### src/rtl/sdrc_bank_arb_pkg.sv
// Shared SDRAM-controller definitions: command opcodes, ID width, arbiter
// state encoding and a command classification helper.
package sdrc_bank_arb_pkg;

  localparam int SDR_REQ_ID_W = 4;
  localparam int ADDR_W       = 12;
  localparam int NUM_BANKS    = 4;

  localparam logic [1:0] OP_PRE = 2'd0;
  localparam logic [1:0] OP_ACT = 2'd1;
  localparam logic [1:0] OP_RD  = 2'd2;
  localparam logic [1:0] OP_WR  = 2'd3;

  typedef enum logic {
    ARB_IDLE = 1'b0,
    ARB_HOLD = 1'b1
  } arb_state_t;

  function automatic logic is_data_cmd(input logic [1:0] cmd);
    return (cmd == OP_RD) || (cmd == OP_WR);
  endfunction

endpackage

### src/rtl/sdrc_rr_pick4.sv
// 4-way rotating-priority picker: first requester at or above ptr_i, wrapping 3->0.
module sdrc_rr_pick4 (
  input  logic [3:0] req_i,
  input  logic [1:0] ptr_i,
  output logic       vld_o,
  output logic [1:0] idx_o
);

  logic [1:0] cand_s;

  // Scan from the farthest offset down so the nearest requester wins last.
  always_comb begin
    vld_o  = 1'b0;
    idx_o  = ptr_i;
    cand_s = 2'd0;
    for (int i = 3; i >= 0; i--) begin
      cand_s = ptr_i + 2'(i);
      if (req_i[cand_s]) begin
        vld_o = 1'b1;
        idx_o = cand_s;
      end else begin
        vld_o = vld_o;
      end
    end
  end

endmodule

### src/rtl/sdrc_bank_arb.sv
// Four-bank command arbiter: urgent (aged) > data > row classes, round-robin
// inside each class, one grant held until acked, abandoned or refreshed.
module sdrc_bank_arb #(
  parameter int APP_RW       = 9,
  parameter int SDR_REQ_ID_W = sdrc_bank_arb_pkg::SDR_REQ_ID_W,
  parameter int AGE_MAX      = 8
) (
  input  logic                      clk,
  input  logic                      reset_n,
  input  logic [3:0]                bk_req,
  input  logic [7:0]                bk_cmd,
  input  logic [47:0]               bk_addr,
  input  logic [4*SDR_REQ_ID_W-1:0] bk_id,
  input  logic [4*APP_RW-1:0]       bk_len,
  input  logic [3:0]                bk_start,
  input  logic [3:0]                bk_last,
  input  logic [3:0]                bk_wrap,
  output logic [3:0]                bk_ack,
  output logic                      b2x_req,
  output logic [1:0]                b2x_ba,
  output logic [1:0]                b2x_cmd,
  output logic [11:0]               b2x_addr,
  output logic [SDR_REQ_ID_W-1:0]   b2x_id,
  output logic [APP_RW-1:0]         b2x_len,
  output logic                      b2x_start,
  output logic                      b2x_last,
  output logic                      b2x_wrap,
  input  logic                      x2b_ack,
  input  logic                      x2b_refresh
);
  import sdrc_bank_arb_pkg::*;

  localparam logic [3:0] AGE_MAX_C = 4'(AGE_MAX);

  arb_state_t state_q;
  logic [1:0] gnt_q;
  logic [1:0] rr_q;
  logic [3:0] cnt_q [NUM_BANKS];
  logic [3:0] cnt_d [NUM_BANKS];

  logic [3:0] urg_req_s, data_req_s, row_req_s;
  logic       urg_vld_s, data_vld_s, row_vld_s, any_s;
  logic [1:0] urg_idx_s, data_idx_s, row_idx_s, win_s;
  logic       hold_s, ack_s;

  // Split live requests into the three priority classes.
  always_comb begin
    for (int n = 0; n < NUM_BANKS; n++) begin
      urg_req_s[n]  = bk_req[n] && (cnt_q[n] == AGE_MAX_C);
      data_req_s[n] = bk_req[n] && is_data_cmd(bk_cmd[2*n +: 2]);
      row_req_s[n]  = bk_req[n] && !is_data_cmd(bk_cmd[2*n +: 2]);
    end
  end

  sdrc_rr_pick4 u_pick_urg  (.req_i(urg_req_s),  .ptr_i(rr_q), .vld_o(urg_vld_s),  .idx_o(urg_idx_s));
  sdrc_rr_pick4 u_pick_data (.req_i(data_req_s), .ptr_i(rr_q), .vld_o(data_vld_s), .idx_o(data_idx_s));
  sdrc_rr_pick4 u_pick_row  (.req_i(row_req_s),  .ptr_i(rr_q), .vld_o(row_vld_s),  .idx_o(row_idx_s));

  assign any_s  = urg_vld_s | data_vld_s | row_vld_s;
  assign win_s  = urg_vld_s ? urg_idx_s : (data_vld_s ? data_idx_s : row_idx_s);
  assign hold_s = (state_q == ARB_HOLD);
  // Refresh overrides a same-cycle ack; the grant is dropped instead.
  assign ack_s  = b2x_req && x2b_ack && !x2b_refresh;

  // Granted bank fields pass straight through while holding; zero otherwise.
  always_comb begin
    b2x_req   = 1'b0;
    b2x_ba    = 2'd0;
    b2x_cmd   = 2'd0;
    b2x_addr  = 12'd0;
    b2x_id    = '0;
    b2x_len   = '0;
    b2x_start = 1'b0;
    b2x_last  = 1'b0;
    b2x_wrap  = 1'b0;
    bk_ack    = 4'd0;
    if (hold_s) begin
      b2x_req   = bk_req[gnt_q];
      b2x_ba    = gnt_q;
      b2x_cmd   = bk_cmd[gnt_q*2 +: 2];
      b2x_addr  = bk_addr[gnt_q*ADDR_W +: ADDR_W];
      b2x_id    = bk_id[gnt_q*SDR_REQ_ID_W +: SDR_REQ_ID_W];
      b2x_len   = bk_len[gnt_q*APP_RW +: APP_RW];
      b2x_start = bk_start[gnt_q];
      b2x_last  = bk_last[gnt_q];
      b2x_wrap  = bk_wrap[gnt_q];
      bk_ack    = ack_s ? (4'b0001 << gnt_q) : 4'd0;
    end else begin
      bk_ack    = 4'd0;
    end
  end

  // Per-bank wait age: saturating count while waiting, cleared on ack or idle.
  always_comb begin
    for (int n = 0; n < NUM_BANKS; n++) begin
      if (!bk_req[n] || bk_ack[n]) begin
        cnt_d[n] = 4'd0;
      end else if (cnt_q[n] != AGE_MAX_C) begin
        cnt_d[n] = cnt_q[n] + 4'd1;
      end else begin
        cnt_d[n] = cnt_q[n];
      end
    end
  end

  // Wait counter registers.
  always_ff @(posedge clk or negedge reset_n) begin
    if (!reset_n) begin
      for (int n = 0; n < NUM_BANKS; n++) cnt_q[n] <= 4'd0;
    end else begin
      for (int n = 0; n < NUM_BANKS; n++) cnt_q[n] <= cnt_d[n];
    end
  end

  // Grant FSM with round-robin pointer advanced only on an accepted command.
  always_ff @(posedge clk or negedge reset_n) begin
    if (!reset_n) begin
      state_q <= ARB_IDLE;
      gnt_q   <= 2'd0;
      rr_q    <= 2'd0;
    end else begin
      case (state_q)
        ARB_IDLE: begin
          if (any_s && !x2b_refresh) begin
            gnt_q   <= win_s;
            state_q <= ARB_HOLD;
          end
        end
        ARB_HOLD: begin
          if (x2b_refresh || !bk_req[gnt_q]) begin
            state_q <= ARB_IDLE;
          end else if (x2b_ack) begin
            state_q <= ARB_IDLE;
            rr_q    <= gnt_q + 2'd1;
          end
        end
        default: state_q <= ARB_IDLE;
      endcase
    end
  end

endmodule

### config.mk
export PLATFORM = sky130hd
export DESIGN_NAME = sdrc_bank_arb
export DESIGN_NICKNAME = d
export VERILOG_FILES = /design/src/rtl/sdrc_bank_arb_pkg.sv /design/src/rtl/sdrc_rr_pick4.sv /design/src/rtl/sdrc_bank_arb.sv
export SDC_FILE = /design/constraint.sdc
export NUM_CORES = 1
export LEC_CHECK = 0
export CAP_MARGIN = 20
export CORE_MARGIN = 1
export CORE_UTILIZATION = 38
export CTS_BUF_LIST = sky130_fd_sc_hd__clkbuf_2
export DETAILED_ROUTE_END_ITERATION = 6
export GPL_ROUTABILITY_DRIVEN = 0
export PLACE_DENSITY = 0.83
export SKIP_CTS_REPAIR_TIMING = 1
export SYNTH_ARGS = -nofsm -noshare
export SYNTH_HDL_FRONTEND = slang
export SYNTH_SLANG_ARGS = --single-unit
### constraint.sdc
create_clock -name clk -period 2.67 [get_ports clk]
set_clock_uncertainty 0.1 [all_clocks]
set_input_delay 0.4005 -clock clk [delete_from_list [all_inputs] [get_ports clk]]
set_output_delay 0.4005 -clock clk [all_outputs]
set_load 0.03 [all_outputs]
==> results_dict.tcl <==
set metrics [dict create \
    cts_tree "built" \
    synth_warnings 0 \
    rows 29 \
    timing.slew.headroom 0.526 \
    synth_ff_type "dfrtp_1" \
    clock_path_buffers 2 \
    multi_input_comb_area_sq_mm 0.00195 \
    area_growth_pct 70.6 \
    cp_slowest_cell "clkdlybuf4s50_1" \
    final_common_cell "clkdlybuf4s50_1" \
    wl_mm 9.53 \
    p_leak_nw 1.82 \
    grt_pass1_wl_mm 14.6 \
    synthesis.nets 406 \
    die_h_um 84.7 \
    power_w 0.00250 \
    hold_viol 0 \
    yosys.area.top_type "mux4_2" \
    rrSetupSlack_ns 0.42 \
    dp_hpwl_mm 7.87 \
    grt_max_degree 24 \
    drive_gt1_frac 0.245 \
    grtUsageTotal 0.260 \
    synth_edf_count 0 \
    r2r_cells 6 \
    ys_seq_area_frac 0.202 \
    grt_pass1_vias 2865 \
    timing.rr.start "rr_q[0]$_DFFE_PN0P_" \
    cts_buffers 3 \
    syn_inst 266 \
    ys_ff_latch 21 \
    wire_per_inst_um 18.3 \
    h-tree-depth 1 \
    maxCapViolCount 0 \
    worstPathCellList "buf_4, mux4_2, and2_1, clkdlybuf4s50_1" \
    via_per_inst 5.56 \
    antenna_found_initial 0 \
    hold_class "input port to asynchronous set/reset pin" \
    crit_path_end_kind "primary output" \
    diodes 0 \
    finalMaxSlewViolations 0 \
    drc 15 \
    startpoint_type "register" \
    final_nets 586 \
    async_flop_share 1.00 \
    die-area_sq_mm 0.00717 \
    status "finished with violations" \
    mostFrequentLayoutCells "clkdlybuf4s50_1 (129), buf_4 (56), and2_1 (33), mux4_2 (31), nor2_1 (21)" \
    finish.utilization 0.686 \
    arrival_ns 2.12 \
    antenna_left 0 \
    synth.distinct_cells 48 \
    synth_area_per_cell_sq_um 9.76 \
    first_iter_violations 220 \
    cp_max_fo 7 \
    die_w_um 84.7 \
    io_pins 165 \
    coreArea_sq_mm 0.00646 \
    vias 2901 \
    path_clk_slew_ns 0.22 \
    synthDominantCellAreaShare 0.269 \
    first_pass_iters 7 \
    max_stage_delay_ns 0.60 \
    nFillCells 503 \
    netlist_area_sq_mm 0.00260 \
    setup_viol 0 \
    clk_latency_ns 0.34 \
    io_buffers 164 \
    worst_hold_slack_ns 0.343 \
    clock-sinks 21 \
    ff_latch_area_sq_um 531 \
    fin_crit_ns 2.62 \
    period_share 0.982 \
    overflow 0 \
    violations "design-rule violations" \
    worst_pin_slew_ns 0.709 \
    worstSetupPathType "register to primary output" \
    ir_worst_vdd_v 0.000273 \
    place_ws_ns 0.0902 \
    start_util 0.402 \
    pwr_density_cell_mw_per_mm2 563 \
    synthTopCellsByArea "mux4_2 (27%), dfrtp_1 (20%), and2_1 (8.0%)" \
    critPathRequiredTime_ns 2.17 \
    fmax_mhz 381 \
    cts_root_buf "clkbuf_2" \
    fin_ws_ns 0.0479 \
    timing.rr.end "gnt_q[0]$_DFFE_PN0P_" \
]
## state kept, by name, indices dropped and copies added (netlist names)
| name | count |
|---|---|
| hold_s | 1 |
| rr_q | 2 |
| cnt_q | 16 |
| gnt_q | 2 |
## per-stage QoR
step / std cells / TNS, ns / area (sq um)
finish: 522 / 0 / 4430
global route: 522 / -0.0398 / 4430
CTS: 512 / -0.406 / 4320
detailed placement: 508 / 0 / 4300
global placement: 508 / 0 / 4300
floorplan: 266 / 0 / 2600
## critical path, delay by kind of cell (launching register included)
| kind | cells | cell delay (ns) |
|---|---|---|
| buffers and inverters | 2 | 0.76 |
| DFF | 1 | 0.59 |
| muxes | 1 | 0.26 |
| and+or+nand+nor | 1 | 0.16 |
## synthesized netlist by cell type, types with 2 or more instances
cell,n
o2111a_1,2
o2111ai_1,2
a41oi_1,2
and2_4,5
and3_1,2
nand3_1,8
o211ai_1,2
nand2b_4,4
dfrtp_1,21
nand3b_1,4
nand4_1,4
o31ai_1,3
and2_1,33
nor2_1,21
mux2i_1,2
nor3_1,4
inv_1,13
nand2b_1,5
xor2_1,4
nand4b_1,2
o21ai_0,12
xnor2_1,4
nor2b_1,3
ha_1,12
clkbuf_1,4
buf_1,3
a21oi_1,14
nor4_1,2
nand2_1,14
buf_2,6
a31oi_1,2
mux4_2,31
## power by group
group	total [W]	internal, W	switching, W
clock	0.000142	0.0000340	0.000108
sequential	0.000510	0.000372	0.000138
combinational	0.00184	0.00101	0.000831
total	0.00250	0.00142	0.00108
## cells by family (layout without fill, tap and decap cells)
logic type / count (synthesis) / count (layout) / synth area share
adder cells (fa/ha/maj): 12 / 12 / 0.0578
AND/OR/NAND/NOR: 118 / 118 / 0.275
multiplexers: 33 / 33 / 0.277
flip-flops: 21 / 21 / 0.202
AO/OA/AOI/OAI: 46 / 46 / 0.114
XOR/XNOR: 8 / 8 / 0.0270
buffers and inverters: 28 / 207 / 0.0477
## layer usage
layer	vias to the layer above	wire length, um	track usage
met3	19	865	0.0492
met2	144	4870	0.470
met4	0	148	0.0339
met5	-	0	0
met1	1392	3640	0.331
li1	1346	-	-
## worst max path at each step
stage	startpoint	endpoint	slack [ns]	depth (start not counted)
3_5_place_dp	bk_cmd[7]	b2x_cmd[1]	0.09	4
3_3_place_gp	bk_cmd[7]	b2x_cmd[1]	0.1	4
6_report	gnt_q[0]$_DFFE_PN0P_	b2x_cmd[0]	0.05	4
2_1_floorplan	gnt_q[0]$_DFFE_PN0P_	b2x_addr[0]	0.59	4
4_1_cts	gnt_q[1]$_DFFE_PN0P_	bk_ack[3]	-0.11	6
5_1_grt	gnt_q[0]$_DFFE_PN0P_	bk_ack[3]	-0.01	5
## cell type report
class | instances | area share
inverters | 13 | 0.0110
multi-input cells | 217 | 0.440
repair buffers | 190 | 0.403
flip-flops and latches | 21 | 0.120
clock inverters | 1 | 0.00113
well taps | 77 | 0.0218
clock buffers | 3 | 0.00339
No activity file was read; power rests on OpenSTA's default activity.
